**src/rtl/slice_rd_sched_if.sv**
```systemverilog
// Bundle between the slice read scheduler and the slice buffers / output mux.
// The stall counter ports exist only when SLICE_RD_SCHED_STALL_CNT_EN is defined.
interface slice_rd_sched_if #(
  parameter int MAX_NBR_SLICES  = 2,
  parameter int MAX_SLICE_WIDTH = 2560
);
  localparam int SEL_W = (MAX_NBR_SLICES > 1) ? $clog2(MAX_NBR_SLICES) : 1;
  localparam int SW_W  = $clog2(MAX_SLICE_WIDTH);

  logic                      flush;
  logic [9:0]                slices_per_line;
  logic [SW_W-1:0]           slice_width;
  logic [15:0]               frame_height;
  logic [MAX_NBR_SLICES-1:0] buf_empty;
  logic [MAX_NBR_SLICES-1:0] buf_sof;
  logic [MAX_NBR_SLICES-1:0] rd_en;
  logic [SEL_W-1:0]          rd_sel;
  logic [SEL_W-1:0]          mux_sel;
  logic                      mux_eol;
  logic                      mux_eof;
  logic                      sof_resync;

`ifdef SLICE_RD_SCHED_STALL_CNT_EN
  logic                      stall_cnt_clr;
  logic [15:0]               stall_cnt;

  modport master (
    input  flush, slices_per_line, slice_width, frame_height, buf_empty, buf_sof, stall_cnt_clr,
    output rd_en, rd_sel, mux_sel, mux_eol, mux_eof, sof_resync, stall_cnt
  );
  modport slave (
    output flush, slices_per_line, slice_width, frame_height, buf_empty, buf_sof, stall_cnt_clr,
    input  rd_en, rd_sel, mux_sel, mux_eol, mux_eof, sof_resync, stall_cnt
  );
`else
  modport master (
    input  flush, slices_per_line, slice_width, frame_height, buf_empty, buf_sof,
    output rd_en, rd_sel, mux_sel, mux_eol, mux_eof, sof_resync
  );
  modport slave (
    output flush, slices_per_line, slice_width, frame_height, buf_empty, buf_sof,
    input  rd_en, rd_sel, mux_sel, mux_eol, mux_eof, sof_resync
  );
`endif
endinterface

```
**src/rtl/slice_rd_sched.sv**
```systemverilog
// Read-side scheduler: walks slice buffers chunk by chunk per line, tags EOL/EOF, aligns mux controls.
// Optional stall counter enabled by defining SLICE_RD_SCHED_STALL_CNT_EN.
module slice_rd_sched #(
  parameter int MAX_NBR_SLICES  = 2,
  parameter int MAX_SLICE_WIDTH = 2560,
  parameter int RD_LATENCY      = 2
) (
  input  logic             clk_out_int,
  input  logic             rst,
  slice_rd_sched_if.master bus
);
  localparam int SEL_W = (MAX_NBR_SLICES > 1) ? $clog2(MAX_NBR_SLICES) : 1;
  localparam int SW_W  = $clog2(MAX_SLICE_WIDTH);
  localparam int CNT_W = $clog2(MAX_SLICE_WIDTH >> 2);

  typedef enum logic [1:0] {IDLE, READ, DONE} state_t;

  state_t           state_reg, state_next;
  logic [CNT_W-1:0] pix4_cnt_reg, pix4_cnt_next;
  logic [SEL_W-1:0] rd_sel_reg, rd_sel_next;
  logic [15:0]      line_cnt_reg, line_cnt_next;
  logic             sof_resync_reg;

  logic [SEL_W-1:0]      sel_pipe_reg [RD_LATENCY];
  logic [RD_LATENCY-1:0] eol_pipe_reg;
  logic [RD_LATENCY-1:0] eof_pipe_reg;

  logic [SW_W-1:0]  words_per_chunk;
  logic [CNT_W-1:0] chunk_last;
  logic [9:0]       spl_m1;
  logic [SEL_W-1:0] slice_last;
  logic [15:0]      frame_last;
  logic             empty_cur;
  logic             resync;
  logic             fire;
  logic             chunk_end;
  logic             line_end;
  logic             frame_end;
  logic             unused_sof;

  assign words_per_chunk = bus.slice_width >> 2;
  assign chunk_last      = (words_per_chunk == '0) ? '0 : CNT_W'(words_per_chunk - 1'b1);
  assign spl_m1          = (bus.slices_per_line == 10'd0) ? 10'd0 : bus.slices_per_line - 10'd1;
  // Clamp to the physical buffer count so rd_sel can never address a missing slice.
  assign slice_last      = (spl_m1 > 10'(MAX_NBR_SLICES - 1)) ? SEL_W'(MAX_NBR_SLICES - 1)
                                                               : SEL_W'(spl_m1);
  assign frame_last      = (bus.frame_height == 16'd0) ? 16'd0 : bus.frame_height - 16'd1;

  assign empty_cur = bus.buf_empty[rd_sel_reg];
  assign resync    = (state_reg == READ) && bus.buf_sof[0] &&
                     ((pix4_cnt_reg != '0) || (rd_sel_reg != '0) || (line_cnt_reg != 16'd0));
  assign fire      = (state_reg == READ) && !empty_cur && !resync;
  assign chunk_end = fire && (pix4_cnt_reg == chunk_last);
  assign line_end  = chunk_end && (rd_sel_reg == slice_last);
  assign frame_end = line_end && (line_cnt_reg == frame_last);
  assign unused_sof = ^bus.buf_sof;

  genvar gi;
  generate
    for (gi = 0; gi < MAX_NBR_SLICES; gi++) begin : g_rd_en
      assign bus.rd_en[gi] = fire && (rd_sel_reg == SEL_W'(gi));
    end
  endgenerate

  always_comb begin
    state_next    = state_reg;
    pix4_cnt_next = pix4_cnt_reg;
    rd_sel_next   = rd_sel_reg;
    line_cnt_next = line_cnt_reg;
    case (state_reg)
      IDLE: begin
        if (bus.buf_sof[0]) begin
          state_next    = READ;
          pix4_cnt_next = '0;
          rd_sel_next   = '0;
          line_cnt_next = 16'd0;
        end
      end
      READ: begin
        if (resync) begin
          pix4_cnt_next = '0;
          rd_sel_next   = '0;
          line_cnt_next = 16'd0;
        end else if (fire) begin
          if (chunk_end) begin
            pix4_cnt_next = '0;
            if (line_end) begin
              rd_sel_next   = '0;
              line_cnt_next = line_cnt_reg + 16'd1;
              if (frame_end) begin
                state_next = DONE;
              end
            end else begin
              rd_sel_next = rd_sel_reg + 1'b1;
            end
          end else begin
            pix4_cnt_next = pix4_cnt_reg + 1'b1;
          end
        end
      end
      DONE:    state_next = IDLE;
      default: state_next = IDLE;
    endcase
  end

  always_ff @(posedge clk_out_int) begin
    if (rst || bus.flush) begin
      state_reg      <= IDLE;
      pix4_cnt_reg   <= '0;
      rd_sel_reg     <= '0;
      line_cnt_reg   <= 16'd0;
      sof_resync_reg <= 1'b0;
    end else begin
      state_reg      <= state_next;
      pix4_cnt_reg   <= pix4_cnt_next;
      rd_sel_reg     <= rd_sel_next;
      line_cnt_reg   <= line_cnt_next;
      sof_resync_reg <= resync;
    end
  end

  // Tags travel with the slice index so the mux sees them together with the read data.
  always_ff @(posedge clk_out_int) begin
    if (rst || bus.flush) begin
      for (int i = 0; i < RD_LATENCY; i++) begin
        sel_pipe_reg[i] <= '0;
      end
      eol_pipe_reg <= '0;
      eof_pipe_reg <= '0;
    end else begin
      sel_pipe_reg[0] <= rd_sel_reg;
      eol_pipe_reg[0] <= line_end;
      eof_pipe_reg[0] <= frame_end;
      for (int i = 1; i < RD_LATENCY; i++) begin
        sel_pipe_reg[i] <= sel_pipe_reg[i-1];
        eol_pipe_reg[i] <= eol_pipe_reg[i-1];
        eof_pipe_reg[i] <= eof_pipe_reg[i-1];
      end
    end
  end

  assign bus.rd_sel     = rd_sel_reg;
  assign bus.mux_sel    = sel_pipe_reg[RD_LATENCY-1];
  assign bus.mux_eol    = eol_pipe_reg[RD_LATENCY-1];
  assign bus.mux_eof    = eof_pipe_reg[RD_LATENCY-1];
  assign bus.sof_resync = sof_resync_reg;

`ifdef SLICE_RD_SCHED_STALL_CNT_EN
  logic [15:0] stall_cnt_reg;

  always_ff @(posedge clk_out_int) begin
    if (rst || bus.flush || bus.stall_cnt_clr) begin
      stall_cnt_reg <= 16'd0;
    end else if ((state_reg == READ) && empty_cur && (stall_cnt_reg != 16'hFFFF)) begin
      stall_cnt_reg <= stall_cnt_reg + 16'd1;
    end
  end

  assign bus.stall_cnt = stall_cnt_reg;
`endif
endmodule

```
**src/flat_wrapper.sv**
```systemverilog
// flat-port wrapper written by rule: the top's interface ports become plain ports
module slice_rd_sched_flat 
#(
  parameter int MAX_NBR_SLICES  = 2,
  parameter int MAX_SLICE_WIDTH = 2560,
  parameter int RD_LATENCY      = 2
)
  (clk_out_int, rst, bus_flush, bus_slices_per_line, bus_slice_width, bus_frame_height, bus_buf_empty, bus_buf_sof, bus_rd_en, bus_rd_sel, bus_mux_sel, bus_mux_eol, bus_mux_eof, bus_sof_resync);
  slice_rd_sched_if #(.MAX_NBR_SLICES(MAX_NBR_SLICES), .MAX_SLICE_WIDTH(MAX_SLICE_WIDTH)) bus_i ();
  input  logic clk_out_int;
  input  logic rst;
  input wire logic [$bits(bus_i.flush)-1:0] bus_flush;
  input wire logic [$bits(bus_i.slices_per_line)-1:0] bus_slices_per_line;
  input wire logic [$bits(bus_i.slice_width)-1:0] bus_slice_width;
  input wire logic [$bits(bus_i.frame_height)-1:0] bus_frame_height;
  input wire logic [$bits(bus_i.buf_empty)-1:0] bus_buf_empty;
  input wire logic [$bits(bus_i.buf_sof)-1:0] bus_buf_sof;
  output wire logic [$bits(bus_i.rd_en)-1:0] bus_rd_en;
  output wire logic [$bits(bus_i.rd_sel)-1:0] bus_rd_sel;
  output wire logic [$bits(bus_i.mux_sel)-1:0] bus_mux_sel;
  output wire logic [$bits(bus_i.mux_eol)-1:0] bus_mux_eol;
  output wire logic [$bits(bus_i.mux_eof)-1:0] bus_mux_eof;
  output wire logic [$bits(bus_i.sof_resync)-1:0] bus_sof_resync;
  assign bus_i.flush = bus_flush;
  assign bus_i.slices_per_line = bus_slices_per_line;
  assign bus_i.slice_width = bus_slice_width;
  assign bus_i.frame_height = bus_frame_height;
  assign bus_i.buf_empty = bus_buf_empty;
  assign bus_i.buf_sof = bus_buf_sof;
  assign bus_rd_en = bus_i.rd_en;
  assign bus_rd_sel = bus_i.rd_sel;
  assign bus_mux_sel = bus_i.mux_sel;
  assign bus_mux_eol = bus_i.mux_eol;
  assign bus_mux_eof = bus_i.mux_eof;
  assign bus_sof_resync = bus_i.sof_resync;
  slice_rd_sched #(.MAX_NBR_SLICES(MAX_NBR_SLICES), .MAX_SLICE_WIDTH(MAX_SLICE_WIDTH), .RD_LATENCY(RD_LATENCY)) u_core (.clk_out_int(clk_out_int), .rst(rst), .bus(bus_i));
endmodule
```
**config.mk**
```make
export PLATFORM = sky130hd
export DESIGN_NAME = slice_rd_sched_flat
export DESIGN_NICKNAME = d
export VERILOG_FILES = /design/src/rtl/slice_rd_sched_if.sv /design/src/rtl/slice_rd_sched.sv /design/src/flat_wrapper.sv
export SDC_FILE = /design/constraint.sdc
export NUM_CORES = 1
export LEC_CHECK = 0
export ABC_CLOCK_PERIOD_IN_PS = 4800
export CAP_MARGIN = 20
export CORE_ASPECT_RATIO = 0.7
export CORE_UTILIZATION = 27
export DETAILED_ROUTE_END_ITERATION = 8
export MAX_ROUTING_LAYER = met4
export PLACE_DENSITY = 0.59
export SETUP_SLACK_MARGIN = 0.3
export SLEW_MARGIN = 20
export SYNTH_ARGS = -nofsm -noshare
export SYNTH_HDL_FRONTEND = slang
export SYNTH_SLANG_ARGS = --single-unit
```
**constraint.sdc**
```tcl
create_clock -name clk_out_int -period 4.8 [get_ports clk_out_int]
set_input_delay 1.2 -clock clk_out_int [delete_from_list [all_inputs] [get_ports clk_out_int]]
set_output_delay 1.2 -clock clk_out_int [all_outputs]
set_load 0.01 [all_outputs]
```
==> results list, run 1 <==
- Kind of capture point of the worst setup path: output pin
* Root cell of the clock tree: sky130_fd_sc_hd__clkbuf_16
* Switching share of total power: 23.8%
- The count of nets left with antenna violations once routing finished came out at 0.
- The checks that failed: DRC.
- Global-route usage over all layers: 15.1%
- Synthesis inferred 36 register bits.
- Largest net degree at the start of global routing: 13
- Setup repair after global routing left no endpoint under its margin.
- The worst register-to-register path ends at u_core.line_cnt_reg[3]$_SDFFE_PP0P_.
- The congestion estimate from routability-driven global placement came to 0.808.
- Wires add up to 7640 um.
- Post-layout minimum cycle time: 4.36 ns
- Leakage Power: 1.37 nW
- For this run, design rule violations remaining after detail routing come to 6.
- Clock tree from TritonCTS: yes
- Worst vdd ir: 0.000134 V
* Area added between synthesis and finish: 30.4%
- Status: finished with violations
* Number of antenna violations at the first check in global routing: 0
- Deepest clock path buffer count: 2
- Standard-cell rows: 31
* Effective utilization at floorplan: 27.7%
* Setup bufs post-CTS: 0
- Register-to-Register Path Depth: 8
- Registers are responsible for 37.7% of the overall power.
* Total of warnings raised by yosys: 0
- After synthesis, the netlist uses 58 different library cells.
- Synthesized area per cell: 7.78 um2
- Derived from the worst setup path, the maximum achievable clock frequency is 229 MHz.
- Initial drt markers: 163
- Arrival @ worst endpoint: 3.16 ns
* Endpoints failing setup: 0
* TritonCTS Buffers: 5
- Total I/O pin count: 52
* Fin worst setup slack: 0.442 ns
- In the final design database the tool counted 477 nets.
- Number of failing hold endpoints at the final stage: 0
- For this run, the leading register cell type out of synthesis is sky130_fd_sc_hd__dfxtp_1.
* Insertion delay of the later-clocked pin in the worst-skew pair: 0.29 ns
- The register with the most flip-flops in the layout has 16 of them.
- Crit share post-route: 90.8%
- Worst Tran Pin Value: 0.711 ns
- Port buffer count: 48
- Detailed placement finished with a half-perimeter wire length of 6190 um.
* H-tree depth: 2
* Count of clock tree sinks: 36
- Across the run, the number of max-cap violations was 0.
- Maximum fanout encountered on the critical timing path: 7
- Max Transition Viols Final: 0
- Of the total power, the clock network draws 46.0%.
- When the netlist entered floorplanning its net count stood at 423.
* Width of the die: 125 um
* CP Class: reg2out
- Routed via count divided by cell count: 5.19
- Seq/Total Area, Yosys: 25.1%
- Number of enable-type register cells in the synthesized netlist: 0
- Proportion of power drawn by combinational gates: 16.3%
- Gate Count Post-Synth: 369
- Reported net switching power: 0.000191 W
* Gr ovfl total: 0
- Internal power comes to 0.000612 W.
- Layout fillers: 1077
* Die height: 88.2 um
- Routed length per placed instance: 13.7 um
* Worst path required time: 3.60 ns
- Worst slew margin relative to its limit: 52.2%
- Once layout is complete, the utilization of the core stands at 36.1%.
- The first detailed-routing pass ran for 9 iterations.
- The critical path ends at bus_rd_en[0].
- Of the cells placed in the final design, the portion with a size suffix greater than 1 is 9.67%.
- Clock-pin slew was measured on the worst setup and hold paths at 0.05 ns.
- Placement-stage worst setup slack: 0.0618 ns
* Syn Std Cell Area: 0.00287 mm2
* First-pass GRT wire length: 12700 um
- The setup check on the worst reg-to-reg path leaves a slack of 1.26 ns.
- Critical path startpoint category: flip-flop
- The min-delay analysis places its worst path in the category reg2reg.
- 0 antenna diodes ended up in the layout.
- Area enclosed by the die boundary: 0.0110 mm2
* Share of flip-flops with an asynchronous set or reset after synthesis: 0%
- Launching point of the worst reg2reg path: u_core.pix4_cnt_reg[5]$_SDFFE_PP0P_
- The final route contains 2884 vias.
- Floorplan Core Area: 0.0104 mm2
- Cell area power density: 215 mW/mm2
* Sum Neg Setup Slack: 0 ns
- The clock arrives with 0.00327 ns of skew.
* Launching instance or port of the critical path: u_core.pix4_cnt_reg[5]$_SDFFE_PP0P_
* Vias in the first global route: 2700
## cell families after synthesis
kind of cell / after synthesis / share of synthesized area, %
and+or+nand+nor: 172 / 34.3
AOI/OAI and AO/OA: 76 / 18.1
xor gates and xnor gates: 37 / 11.3
DFF: 36 / 25.1
buffers and inverters: 30 / 4.01
muxes: 9 / 3.18
adders and majority gates: 9 / 3.93
## metrics by stage
stage / std cells / instance area (um2) / power (W) / hold WS [ns]
2_1_floorplan: 369 / 2870 / 0.000373 / 0.406
3_3_place_gp: 548 / 3550 / 0.000435 / 0.410
3_5_place_dp: 548 / 3550 / 0.000438 / 0.416
4_1_cts: 556 / 3720 / 0.000810 / 0.430
5_1_grt: 556 / 3740 / 0.000837 / 0.440
6_report: 556 / 3740 / 0.000803 / 0.427
## what timing repair did
item                       in CTS  in global routing
hold endpoints to repair        0                  0
setup endpoints to repair       0                 12
hold buffers                    0                  0
resized for setup               0                  3
## synthesized netlist by cell type, types with 3 or more instances
master / n / area [um2]
sky130_fd_sc_hd__nor2_1: 37 / 139
sky130_fd_sc_hd__and2_1: 8 / 50.1
sky130_fd_sc_hd__a22o_1: 4 / 35.0
sky130_fd_sc_hd__xnor2_1: 25 / 219
sky130_fd_sc_hd__dfxtp_1: 36 / 721
sky130_fd_sc_hd__or3_1: 7 / 43.8
sky130_fd_sc_hd__o21ai_0: 11 / 55.1
sky130_fd_sc_hd__o211ai_1: 3 / 22.5
sky130_fd_sc_hd__and3_1: 6 / 37.5
sky130_fd_sc_hd__clkbuf_1: 10 / 37.5
sky130_fd_sc_hd__mux2i_1: 8 / 80.1
sky130_fd_sc_hd__nor2b_1: 3 / 18.8
sky130_fd_sc_hd__or4_1: 7 / 52.6
sky130_fd_sc_hd__or2_2: 8 / 50.1
sky130_fd_sc_hd__nand4_1: 8 / 50.1
sky130_fd_sc_hd__nand3_1: 16 / 80.1
sky130_fd_sc_hd__nor4b_1: 4 / 35.0
sky130_fd_sc_hd__nor3_1: 16 / 80.1
sky130_fd_sc_hd__ha_1: 9 / 113
sky130_fd_sc_hd__xor2_1: 12 / 105
sky130_fd_sc_hd__nand2b_1: 7 / 43.8
sky130_fd_sc_hd__a21o_1: 9 / 67.6
sky130_fd_sc_hd__nand2_1: 19 / 71.3
sky130_fd_sc_hd__a21oi_1: 25 / 125
sky130_fd_sc_hd__nor4_1: 12 / 75.1
sky130_fd_sc_hd__inv_1: 17 / 63.8
## worst max-delay path, cell delays in order, from the launching register on
cell                              delay, ns
sky130_fd_sc_hd__dfxtp_1               0.37
sky130_fd_sc_hd__or4_1                 0.54
sky130_fd_sc_hd__or4_1                 0.46
sky130_fd_sc_hd__nor4_2                0.41
sky130_fd_sc_hd__o211ai_1              0.37
sky130_fd_sc_hd__nor2_1                0.18
sky130_fd_sc_hd__clkdlybuf4s50_1       0.55
## layer usage
metal  track usage (%)  share of wire (%)  vias to the layer above
met5                 -                  0                        -
met2              22.8                 41                       64
met3              3.33                5.4                       10
li1                  -                  -                     1453
met4              4.88                1.3                        0
met1              20.2                 52                     1357
## cells in the final DEF, fill, tap and decap left out, types with 16 or more instances in the layout
cell type	instances
sky130_fd_sc_hd__clkdlybuf4s50_1	48
sky130_fd_sc_hd__nor2_1	37
sky130_fd_sc_hd__dfxtp_1	36
sky130_fd_sc_hd__a21oi_1	25
sky130_fd_sc_hd__xnor2_1	25
sky130_fd_sc_hd__nand2_1	19
sky130_fd_sc_hd__inv_1	17
sky130_fd_sc_hd__nand3_1	16
sky130_fd_sc_hd__nor3_1	16
## how the worst min path moves through the flow
| stage | start | to | slack, ns | cells past startpoint |
|---|---|---|---|---|
| after floorplan | u_core.eof_pipe_reg[0]$_SDFF_PP0_ | u_core.eof_pipe_reg[1]$_SDFF_PP0_ | 0.41 | 1 |
| after global placement | u_core.eof_pipe_reg[0]$_SDFF_PP0_ | u_core.eof_pipe_reg[1]$_SDFF_PP0_ | 0.41 | 1 |
| after detailed placement | u_core.sel_pipe_reg[0][0]$_SDFF_PP0_ | u_core.sel_pipe_reg[0][1]$_SDFF_PP0_ | 0.42 | 1 |
| after CTS | u_core.eof_pipe_reg[0]$_SDFF_PP0_ | u_core.eof_pipe_reg[1]$_SDFF_PP0_ | 0.43 | 1 |
| after global routing | u_core.eof_pipe_reg[0]$_SDFF_PP0_ | u_core.eof_pipe_reg[1]$_SDFF_PP0_ | 0.44 | 1 |
| final | u_core.eof_pipe_reg[0]$_SDFF_PP0_ | u_core.eof_pipe_reg[1]$_SDFF_PP0_ | 0.43 | 1 |
## layout make-up
class	instances	area, um2	share of cell area, %
inverters	17	63.8	1.71
multi-input cells	303	2060	55.0
repair buffers	60	571	15.3
flip-flops and latches	36	721	19.3
well taps	132	165	4.42
clock inverters	2	35.0	0.937
clock buffers	6	129	3.45
## power groups by stage
| stage | Sequential (W) | Combinational (W) | Clock (W) |
|---|---|---|---|
| after floorplan | 0.000308 | 0.0000650 | 0 |
| after global placement | 0.000309 | 0.000125 | 0 |
| after detailed placement | 0.000309 | 0.000129 | 0 |
| after CTS | 0.000303 | 0.000129 | 0.000378 |
| after global routing | 0.000303 | 0.000144 | 0.000391 |
| final | 0.000303 | 0.000131 | 0.000370 |
No activity file was read; power rests on OpenSTA's default activity.
==> run 2: changes to the inputs <==
--- a/config.mk
+++ b/config.mk
@@ -5,7 +5,7 @@
 export SDC_FILE = /design/constraint.sdc
 export NUM_CORES = 1
 export LEC_CHECK = 0
-export ABC_CLOCK_PERIOD_IN_PS = 4800
+export ABC_CLOCK_PERIOD_IN_PS = 4500
 export CAP_MARGIN = 20
 export CORE_ASPECT_RATIO = 0.7
 export CORE_UTILIZATION = 27
==> constraint.sdc (replaced) <==
create_clock -name clk_out_int -period 4.5 [get_ports clk_out_int]
set_input_delay 1.125 -clock clk_out_int [delete_from_list [all_inputs] [get_ports clk_out_int]]
set_output_delay 1.125 -clock clk_out_int [all_outputs]
set_load 0.01 [all_outputs]
==> results list, run 2 (synthesized netlist as in run 1, its figures left out) <==
- Status: finished with violations (unchanged)
- Failing checks: DRC (unchanged)
- Cell type group with the largest total delay on the critical path: simple AND/OR/NAND/NOR gates (unchanged)
- Max Transition Viols Final: 0 (unchanged)
* Area added between synthesis and finish: 35.6% (was 30.4%)
- Count of clock tree sinks: 36 (unchanged)
* Routed length per placed instance: 13.8 um (was 13.7 um)
- The commonest non-fill, non-tap cell in the layout was sky130_fd_sc_hd__clkdlybuf4s50_1 (unchanged).
* Clock tree from TritonCTS: yes (unchanged)
* Number of antenna violations at the first check in global routing: 0 (unchanged)
* Area enclosed by the die boundary: 0.0110 mm2 (unchanged)
- The worst-case clock buffer depth came to 2 (unchanged).
* CP most frequent cell: sky130_fd_sc_hd__or4_4 (was sky130_fd_sc_hd__or4_1)
* H-tree depth: 2 (unchanged)
* Gr ovfl total: 0 (unchanged)
- Effective utilization at floorplan: 27.7% (unchanged)
- Maximum fanout encountered on the critical timing path: 5 (was 7)
- The largest voltage drop on the vdd net was 0.000159 V (was 0.000134 V).
- The detailed-placement wirelength estimate came to 6150 um (was 6190 um).
- The site row count is 31 (unchanged).
- The slew at the pin with the worst max-slew slack came to 0.538 ns (was 0.711 ns).
* Kind of path behind the tightest hold check: reg2reg (unchanged)
- The kind of launch point of the worst setup path was an input pin (was flip-flop).
- Post-Layout Cell Count: 568 (was 556)
- Initial drt markers: 200 (was 163)
* Count of buffer and inverter cells on the critical path: 3 (was 1)
- The count of final setup violators came to 0 (unchanged).
- Width of the die: 125 um (unchanged)
- Fraction of final layout cells sized beyond drive strength 1: 15.4% (was 9.67%)
* Antenna violation net count after detailed routing: 0 (unchanged)
* First-pass GRT wire length: 12700 um (about the same)
- The overall routed net length came to 7840 um (was 7640 um).
- The endpoint kind of the worst setup timing path is a flip-flop (was output pin).
* Die height: 88.2 um (unchanged)
- Post-route clock skew: 0.00460 ns (was 0.00327 ns)
- Critical path, cell by cell: clkdlybuf4s50_1 -> or3_4 -> or4_4 -> and3_1 -> or4_4 -> nor4_4 -> nand4_1 -> buf_6 -> clkbuf_4 -> a21oi_1 -> a21o_1 (was or4_1 -> or4_1 -> nor4_2 -> o211ai_1 -> nor2_1 -> clkdlybuf4s50_1).
- Commonest cells after routing, fill and taps aside: sky130_fd_sc_hd__clkdlybuf4s50_1 (45), sky130_fd_sc_hd__nor2_1 (36), sky130_fd_sc_hd__dfxtp_1 (36) (was sky130_fd_sc_hd__clkdlybuf4s50_1 (48), sky130_fd_sc_hd__nor2_1 (37), sky130_fd_sc_hd__dfxtp_1 (36))
- The remaining routing DRC violations is 6 (unchanged).
- RSZ-0062 raised after global routing: no (unchanged).
- The sum of internal, switching and leakage power is 0.000806 W (was 0.000803 W).
- Floorplan Core Area: 0.0104 mm2 (unchanged)
* Arrival @ worst endpoint: 4.29 ns (was 3.16 ns)
- Total vias in the final route: 2951 (was 2884)
- The first-pass iteration count of the detailed router came to 6 (was 9).
- Cell at the slowest stage of the critical path: sky130_fd_sc_hd__or4_4 (was sky130_fd_sc_hd__clkdlybuf4s50_1)
* Number of failing hold endpoints at the final stage: 0 (unchanged)
- Final layout net count: 490 (was 477)
- The category of the most critical setup path is in2reg (was reg2out).
- The clock latency of the later-clocked register in the worst-skew pair came to 0.28 ns (was 0.29 ns).
- The largest stage delay on the critical path came to 0.54 ns (was 0.55 ns).
- Global-route usage over all layers: 15.0% (was 15.1%)
- The number of primary I/O pins is 52 (unchanged).
* Flip-flop count of the largest register, all copies and words added: 16 (unchanged)
- The total placed cells including tap cells came to 558 (was 548).
- Max-capacitance violation count: 0 (unchanged)
- Clock input transition at the sequential cells of the worst setup and hold paths: 0.06 ns (was 0.05 ns)
- Worst hold slack: 0.427 ns (about the same)
- Highest clock rate: 246 MHz
- The global placer's final weighted congestion was 0.835 (was 0.808).
* Fin worst setup slack: 0.438 ns (was 0.442 ns)
* Crit share post-route: 90.3%
- The routed design could run at a clock period as short as 4.06 ns.
- Routed via count divided by cell count: 5.20 (was 5.19)
- Leakage Power: 1.46 nW (was 1.37 nW)
- Sum Neg Setup Slack: 0 ns (unchanged)
- Worst slew margin relative to its limit: 64.1% (was 52.2%)
* Largest net degree at the start of global routing: 13 (unchanged)
- The pre-CTS setup slack was -0.0682 ns (was 0.0618 ns).
* ANT cells: 0 (unchanged)
* Root cell of the clock tree: sky130_fd_sc_hd__clkbuf_16 (unchanged)
* Port buffer count: 48 (unchanged)
- Vias in the first global route: 2697 (was 2700)
* TritonCTS Buffers: 5 (unchanged)
- The power per cell area was 207 mW/mm2 (was 215 mW/mm2).
- The required time of the worst setup path came to 4.73 ns (was 3.60 ns).
[run 2: cell count changes in the layout (fill, tap and decap cells not counted), sizes merged]
cell	before	now
dlymetal6s2s	0	3
clkdlybuf4s50	48	45
buf	12	24
bufinv	1	0
clkinvlp	0	1
[run 2: through the flow]
| step | area, um2 | util [%] |
|---|---|---|
| 2_1_floorplan | 2870 | - |
| 3_3_place_gp | 3640 | 35.2 |
| 3_5_place_dp | 3640 | 35.2 |
| 4_1_cts | 3810 | 36.8 |
| 5_1_grt | 3890 | 37.6 |
| 6_report | 3890 | 37.6 |
[run 2: where the power goes]
part	internal, W	total, W	switching (W)
Combinational	0.0000786	0.000148	0.0000696
Clock	0.000201	0.000335	0.000134
Sequential	0.000320	0.000323	0.00000249
Total	0.000600	0.000806	0.000206
[run 2: area by class of cell]
class	count	area [um2]
clock inverters	2	12.5
fillers	1035	6460
multi-input cells	303	2100
clock buffers	5	125
repair buffers	73	699
flip-flops and latches	36	721
inverters	17	63.8
well taps	132	165
[run 2: what timing repair did]
action                     4_1_cts  5_1_grt
gates resized for setup          3       20
gates cloned                     1        0
setup endpoints to repair       12       32
pin swaps                        2        5
hold buffers                     0        0
setup buffers                    1        1
[run 2: worst register-to-register path: stages (launching register included)]
cell and delay, ns:
sky130_fd_sc_hd__dfxtp_1 0.37, sky130_fd_sc_hd__or4_1 0.56, sky130_fd_sc_hd__or4_1 0.48, sky130_fd_sc_hd__nor4_4 0.28, sky130_fd_sc_hd__a311oi_1 0.15, sky130_fd_sc_hd__buf_4 0.20, sky130_fd_sc_hd__a21oi_1 0.47, sky130_fd_sc_hd__and2_2 0.43
sky130_fd_sc_hd__a22o_1 0.20
[run 2: path summary, 6_finish.rpt]
check	start	end	slack (ns)	cells past startpoint
hold / removal	u_core.sel_pipe_reg[0][0]$_SDFF_PP0_	u_core.sel_pipe_reg[0][1]$_SDFF_PP0_	0.43	1
setup / recovery	bus_slice_width[4]	u_core.line_cnt_reg[6]$_SDFFE_PP0P_	0.44	11
hold reg to reg	u_core.sel_pipe_reg[0][0]$_SDFF_PP0_	u_core.sel_pipe_reg[0][1]$_SDFF_PP0_	0.43	1
setup reg to reg	u_core.pix4_cnt_reg[5]$_SDFFE_PP0P_	u_core.line_cnt_reg[3]$_SDFFE_PP0P_	1.31	8
[run 2: routing by layer]
metal	GRT usage (%)	share of wire [%]	up-vias
met5	-	0	-
met4	3.22	0.99	0
met3	3.45	5.7	8
met2	21.7	41	70
met1	21.1	52	1389
li1	-	-	1484
